`config.mk`:
```
export PLATFORM = sky130hd
export DESIGN_NAME = ws2812b_decoder
export DESIGN_NICKNAME = d
export VERILOG_FILES = /design/src/rtl/ws2812b_decoder.sv
export SDC_FILE = /design/constraint.sdc
export NUM_CORES = 1
export LEC_CHECK = 0
export ABC_CLOCK_PERIOD_IN_PS = 4600
export BUFFER_PORTS_ARGS = -buffer_cell sky130_fd_sc_hd__buf_4
export CAP_MARGIN = 20
export CELL_PAD_IN_SITES_DETAIL_PLACEMENT = 0
export CELL_PAD_IN_SITES_GLOBAL_PLACEMENT = 1
export CORE_AREA = 2 2 146 148
export DETAILED_ROUTE_END_ITERATION = 6
export DIE_AREA = 0 0 148 150
export PLACE_DENSITY = 0.91
export SLEW_MARGIN = 20
export SYNTH_ARGS = -nofsm -noshare
export SYNTH_HDL_FRONTEND = slang
export SYNTH_SLANG_ARGS = --single-unit
```
`constraint.sdc`:
```
create_clock -name clk -period 4.6 [get_ports clk]
set_clock_uncertainty 0.05 [all_clocks]
set_input_delay 0.23 -clock clk [delete_from_list [all_inputs] [get_ports clk]]
set_output_delay 0.23 -clock clk [all_outputs]
set_load 0.01 [all_outputs]
```
`src/rtl/ws2812b_decoder.sv`:
```
// WS2812B serial line decoder: captures one 96-bit frame (4 LEDs x GRB) per RET.
// Define WS2812B_FORWARD_EN to add the daisy-chain forwarding output dout.
module ws2812b_decoder #(
    parameter int BIT_THRESH = 60,
    parameter int MIN_HIGH   = 20,
    parameter int MAX_HIGH   = 100,
    parameter int RET_CYCLES = 5000
) (
    input  logic        clk,
    input  logic        reset,
    input  logic        din,
    output logic [95:0] frame,
    output logic        frame_valid,
    output logic        err,
`ifdef WS2812B_FORWARD_EN
    output logic        dout,
`endif
    output logic        busy
);

    localparam int HW = $clog2(MAX_HIGH + 2);
    localparam int LW = $clog2(RET_CYCLES + 1);

    localparam logic [HW-1:0] HI_THR = HW'(BIT_THRESH);
    localparam logic [HW-1:0] HI_MIN = HW'(MIN_HIGH);
    localparam logic [HW-1:0] HI_MAX = HW'(MAX_HIGH);
    localparam logic [LW-1:0] LO_RET = LW'(RET_CYCLES);
    localparam logic [6:0]    BITS   = 7'd96;

    typedef enum logic [1:0] {
        SYNC,
        IDLE,
        MEAS_HIGH,
        MEAS_LOW
    } state_t;

    state_t        r_state;
    logic          r_sync1;
    logic          r_sync2;
    logic [HW-1:0] r_hi_cnt;
    logic [LW-1:0] r_lo_cnt;
    logic [6:0]    r_bit_cnt;
    logic [95:0]   r_shreg;
    logic [95:0]   r_frame;
    logic          r_valid;
    logic          r_err;
    logic          r_busy;

    logic          w_ds;
    logic          w_bit;
    logic          w_short;
    logic [LW-1:0] w_lo_next;

    assign w_ds      = r_sync2;
    assign w_bit     = (r_hi_cnt >= HI_THR);
    assign w_short   = (r_hi_cnt < HI_MIN);
    assign w_lo_next = (r_lo_cnt == LO_RET) ? r_lo_cnt
                                            : r_lo_cnt + 1'b1;

    assign frame       = r_frame;
    assign frame_valid = r_valid;
    assign err         = r_err;
    assign busy        = r_busy;

`ifdef WS2812B_FORWARD_EN
    logic r_fwd;
    // Pass the line on only once this LED chain segment is full.
    assign dout = r_fwd & w_ds;
`endif

    always_ff @(posedge clk) begin
        if (reset) begin
            r_sync1   <= 1'b0;
            r_sync2   <= 1'b0;
            r_state   <= SYNC;
            r_hi_cnt  <= '0;
            r_lo_cnt  <= '0;
            r_bit_cnt <= '0;
            r_shreg   <= '0;
            r_frame   <= '0;
            r_valid   <= 1'b0;
            r_err     <= 1'b0;
            r_busy    <= 1'b0;
`ifdef WS2812B_FORWARD_EN
            r_fwd     <= 1'b0;
`endif
        end else begin
            r_sync1 <= din;
            r_sync2 <= r_sync1;
            r_valid <= 1'b0;
            unique case (r_state)
                SYNC: begin
                    if (w_ds) begin
                        r_lo_cnt <= '0;
                    end else begin
                        r_lo_cnt <= w_lo_next;
                        if (w_lo_next == LO_RET)
                            r_state <= IDLE;
                    end
                end
                IDLE: begin
                    if (w_ds) begin
                        r_state   <= MEAS_HIGH;
                        r_hi_cnt  <= HW'(1);
                        r_bit_cnt <= '0;
                        r_shreg   <= '0;
                        r_err     <= 1'b0;
                        r_busy    <= 1'b1;
`ifdef WS2812B_FORWARD_EN
                        r_fwd     <= 1'b0;
`endif
                    end
                end
                MEAS_HIGH: begin
                    if (w_ds) begin
                        // Overlong pulse: line is not a WS2812B stream, resync.
                        if (r_hi_cnt == HI_MAX) begin
                            r_err    <= 1'b1;
                            r_state  <= SYNC;
                            r_lo_cnt <= '0;
                            r_busy   <= 1'b0;
`ifdef WS2812B_FORWARD_EN
                            r_fwd    <= 1'b0;
`endif
                        end else begin
                            r_hi_cnt <= r_hi_cnt + 1'b1;
                        end
                    end else begin
                        if (w_short)
                            r_err <= 1'b1;
                        if (r_bit_cnt != BITS) begin
                            r_shreg   <= {r_shreg[94:0], w_bit};
                            r_bit_cnt <= r_bit_cnt + 7'd1;
                        end
`ifdef WS2812B_FORWARD_EN
                        if (r_bit_cnt == BITS - 7'd1)
                            r_fwd <= 1'b1;
`endif
                        r_state  <= MEAS_LOW;
                        r_lo_cnt <= LW'(1);
                    end
                end
                MEAS_LOW: begin
                    if (w_ds) begin
                        r_state  <= MEAS_HIGH;
                        r_hi_cnt <= HW'(1);
                    end else begin
                        r_lo_cnt <= w_lo_next;
                        if (w_lo_next == LO_RET) begin
                            r_state <= IDLE;
                            r_busy  <= 1'b0;
`ifdef WS2812B_FORWARD_EN
                            r_fwd   <= 1'b0;
`endif
                            if (r_bit_cnt == BITS) begin
                                if (!r_err) begin
                                    r_frame <= r_shreg;
                                    r_valid <= 1'b1;
                                end
                            end else begin
                                r_err <= 1'b1;
                            end
                        end
                    end
                end
            endcase
        end
    end

endmodule

```
==> impl_metrics.xml <==
<?xml version="1.0" encoding="UTF-8"?>
<metrics>
  <group name="route">
    <metric name="antenna_violating_nets_post_route" unit="">0</metric>
    <metric name="route.detailed.drc" unit="">0</metric>
    <metric name="detail_route.first_pass.iterations" unit="">5</metric>
    <metric name="first_iter_violations" unit="">521</metric>
    <metric name="via_per_inst" unit="">5.25</metric>
    <metric name="routed_wire_length_per_instance" unit="um">13.8</metric>
    <metric name="wirelength" unit="um">19900</metric>
    <metric name="vias" unit="">7600</metric>
  </group>
  <group name="clock_network">
    <metric name="clk_pin_slew" unit="ns">0.06</metric>
    <metric name="clock_tree.root_cell" unit="">clkbuf_16</metric>
    <metric name="clock_tree.buffer_depth" unit="">3</metric>
    <metric name="cts_htree_levels" unit="">1</metric>
    <metric name="cts_tree" unit="">built</metric>
    <metric name="cts_made_buffers" unit="">23</metric>
    <metric name="clock_sinks" unit="">226</metric>
    <metric name="post_cts.resized_instances" unit="">0</metric>
    <metric name="insertion_delay_to_the_later_sink_of_the_worst_skew_pair" unit="ns">0.51</metric>
  </group>
  <group name="layout">
    <metric name="fin_cells" unit="">1447</metric>
    <metric name="layout-drive-gt1-share" unit="%">12.8</metric>
    <metric name="layout.nets" unit="">1166</metric>
    <metric name="syn_to_final_growth" unit="%">15.1</metric>
    <metric name="fillCellCount" unit="">1917</metric>
    <metric name="ant_diodes" unit="">0</metric>
  </group>
  <group name="yosys">
    <metric name="ys_types" unit="">61</metric>
    <metric name="postSynthNetCount" unit="">1118</metric>
    <metric name="avgSynthCellArea" unit="sq um">8.80</metric>
    <metric name="synthDominantCellAreaShare" unit="%">46.4</metric>
    <metric name="synthesis.instances" unit="">1109</metric>
    <metric name="postSynthRegisterBits" unit="">226</metric>
    <metric name="ys.flop_type" unit="">dfxtp_1</metric>
    <metric name="synth.yosys.seq_area_share" unit="%">46.4</metric>
    <metric name="ys_top_cells_by_count" unit="">dfxtp_1 (226), nand2b_1 (196), nand2_1 (124), a21oi_1 (115), nand3_1 (109)</metric>
    <metric name="synth.cell_area" unit="sq mm">0.00976</metric>
    <metric name="synth_largest_area_cell" unit="">dfxtp_1</metric>
    <metric name="synth-edff-count" unit="">0</metric>
    <metric name="most_instantiated_library_cell_after_synthesis" unit="">dfxtp_1</metric>
    <metric name="yosys_warnings" unit="">0</metric>
    <metric name="ys_top_cells_by_area" unit="">dfxtp_1 (46%), nand2b_1 (13%), mux2i_1 (9.8%)</metric>
    <metric name="synth-async-reset-ratio" unit="%">0</metric>
  </group>
  <group name="worst_setup_path">
    <metric name="worstPathRequired" unit="ns">4.98</metric>
    <metric name="termination_of_the_worst_setup_path" unit="">frame[34]$_SDFFE_PP0P_</metric>
    <metric name="timing.setup.critical_path_class" unit="">flop to flop</metric>
    <metric name="crit_path_start" unit="">r_lo_cnt[0]$_SDFFE_PP0P_</metric>
    <metric name="critical_path.reg2reg.startpoint" unit="">r_lo_cnt[0]$_SDFFE_PP0P_</metric>
    <metric name="cp-start-kind" unit="">flop</metric>
    <metric name="r2r_end" unit="">frame[34]$_SDFFE_PP0P_</metric>
    <metric name="worst-path-max-fanout" unit="">49</metric>
    <metric name="worst_r2r_path_depth" unit="">8</metric>
    <metric name="cp-end-kind" unit="">flop</metric>
    <metric name="crit_arrival" unit="ns">3.91</metric>
    <metric name="rrSetupSlack" unit="ns">1.07</metric>
  </group>
  <group name="placed_design">
    <metric name="post-place-cells" unit="">1406</metric>
    <metric name="dpl_worst_slack" unit="ns">1.13</metric>
    <metric name="routabilityCongestion" unit="">0.922</metric>
    <metric name="hpwlAfterDp" unit="um">11900</metric>
    <metric name="port_buffers" unit="">101</metric>
  </group>
  <group name="power_and_ir_drop">
    <metric name="leakage" unit="nW">3.70</metric>
    <metric name="vdd.ir_drop.worst" unit="V">0.000200</metric>
    <metric name="power_density" unit="mW/mm^2">334</metric>
  </group>
  <group name="timing">
    <metric name="tightest_slew" unit="ns">1.07</metric>
    <metric name="slew_viol_final" unit="">0</metric>
    <metric name="min_period_over_period" unit="%">76.8</metric>
    <metric name="layout_min_cycle_time" unit="ns">3.53</metric>
    <metric name="worst_slew_margin_rel" unit="%">28.6</metric>
    <metric name="setup_violators_final" unit="">0</metric>
    <metric name="fmax" unit="GHz">0.283</metric>
    <metric name="finalSetupTns" unit="ns">0</metric>
    <metric name="hold_viol_final" unit="">0</metric>
    <metric name="final.setup.worst_slack" unit="ns">1.07</metric>
    <metric name="setup_repair_after_global_routing_missed_its_margin" unit="">false</metric>
    <metric name="hold-worst-slack" unit="ns">0.210</metric>
  </group>
  <group name="floorplan">
    <metric name="core_region_area" unit="sq mm">0.0207</metric>
    <metric name="full_die_area" unit="sq mm">0.0222</metric>
    <metric name="die-height" unit="um">150</metric>
    <metric name="placement_rows" unit="">53</metric>
    <metric name="start_util" unit="%">47.2</metric>
    <metric name="floorplan.io_pins" unit="">102</metric>
    <metric name="floorplan.die.width" unit="um">148</metric>
  </group>
  <group name="global_route">
    <metric name="grt_first_pass_wirelength" unit="um">33300</metric>
    <metric name="grt_pass1_vias" unit="">6915</metric>
    <metric name="grt_start_max_net_pins" unit="">128</metric>
    <metric name="global_route.overflow_total" unit="">0</metric>
    <metric name="gr-usage-all-layers" unit="%">17.5</metric>
    <metric name="initial_antenna_violation_count" unit="">0</metric>
  </group>
  <group name="hold_path">
    <metric name="min-delay-path-class" unit="">input port to flop</metric>
    <metric name="min_delay_path_depth" unit="">2</metric>
  </group>
  <group name="flow_run">
    <metric name="timing.max_cap.violations" unit="">0</metric>
  </group>
  <group name="run_status">
    <metric name="run_status" unit="">finished, final reports clean</metric>
  </group>
</metrics>
==> metrics by stage <==
stage / total power [mW] / cell area (sq um) / util, %
after detailed placement: 2.10 / 10500 / 50.9
final: 3.75 / 11200 / 54.3
after global routing: 3.89 / 11200 / 54.3
after CTS: 3.81 / 11200 / 54.3
after floorplan: 2.08 / 9760 / -
after global placement: 2.10 / 10500 / 50.9
==> how the worst min path moves through the flow <==
stage,startpoint,to,slack [ns]
after global routing,reset,r_shreg[37]$_SDFFE_PP0P_,0.25
after CTS,reset,r_shreg[39]$_SDFFE_PP0P_,0.21
after global placement,r_shreg[95]$_SDFFE_PP0P_,r_shreg[95]$_SDFFE_PP0P_,0.39
after detailed placement,r_sync1$_SDFF_PP0_,r_sync2$_SDFF_PP0_,0.40
final,reset,r_shreg[37]$_SDFFE_PP0P_,0.21
after floorplan,din,r_sync1$_SDFF_PP0_,0.31
==> layout make-up <==
type | instances | area [sq um] | share of cell area, %
sequential | 226 | 4520 | 40.3
multi-input combinational | 782 | 4780 | 42.5
inverter | 12 | 45.0 | 0.401
clock buffer | 36 | 654 | 5.83
tap | 275 | 344 | 3.06
timing repair buffer | 112 | 860 | 7.66
clock inverter | 4 | 23.8 | 0.212
==> logic make-up (layout without fill, tap and decap cells) <==
kind of cell | Yosys count | in the layout | synth area share, %
muxes | 96 | 96 | 9.85
and+or+nand+nor | 502 | 502 | 27.3
adders and majority gates | 6 | 6 | 0.769
xor gates and xnor gates | 11 | 11 | 0.987
buffers and inverters | 101 | 164 | 5.04
AOI/OAI and AO/OA | 167 | 167 | 9.70
DFF | 226 | 226 | 46.4
==> registers in the layout, summed over array words and instances, names as in the netlist <==
| register | cells |
|---|---|
| r_sync2 | 1 |
| r_lo_cnt | 13 |
| r_hi_cnt | 7 |
| r_state | 2 |
| r_sync1 | 1 |
| err | 1 |
| frame | 96 |
| busy | 1 |
| r_shreg | 96 |
| r_bit_cnt | 7 |
| frame_valid | 1 |
==> worst max-delay path, cell delays in order (launching register included) <==
cell     delay, ns
dfxtp_1       0.51
ha_1          0.41
nand4_1       0.29
nor3_1        0.45
xnor2_1       0.23
nand3_2       0.15
nor4_4        0.32
buf_4         0.70
mux2i_1       0.26
==> routing by layer <==
layer,share of wire (%),track usage [%],wire length [um],vias up
met4,1.3,4.67,266,0
met2,46,28.6,9220,157
met3,4.3,2.56,854,23
met5,0,0,0,-
li1,-,-,-,3859
met1,48,24.4,9570,3561
==> placed cells by master (no fill, tap or decap), types with 5 or more instances in the layout <==
cell type / synthesis / routed
dfxtp_1: 226 / 226
nand3_1: 109 / 109
nand4_1: 7 / 7
a21oi_1: 115 / 115
xor2_1: 6 / 6
nand2_1: 124 / 124
xnor2_1: 5 / 5
clkbuf_16: 0 / 23
clkbuf_1: 70 / 10
o21ai_0: 16 / 16
and3_1: 5 / 5
nor2_1: 26 / 25
nand2b_1: 196 / 196
ha_1: 6 / 6
or3_1: 7 / 7
mux2i_1: 96 / 96
nor3_1: 8 / 8
buf_4: 6 / 109
inv_1: 10 / 10
==> timing repair <==
| item | 4_1_cts | 5_1_grt |
|---|---|---|
| hold buffers | 1 | 0 |
| hold endpoints to repair | 1 | 0 |
| setup buffers | 0 | 0 |
==> where the power goes <==
| part | switching (mW) | internal [mW] |
|---|---|---|
| combinational | 0.0481 | 0.0377 |
| sequential | 0.00689 | 1.96 |
| clock | 0.725 | 0.973 |
No activity file was read; power rests on OpenSTA's default activity.
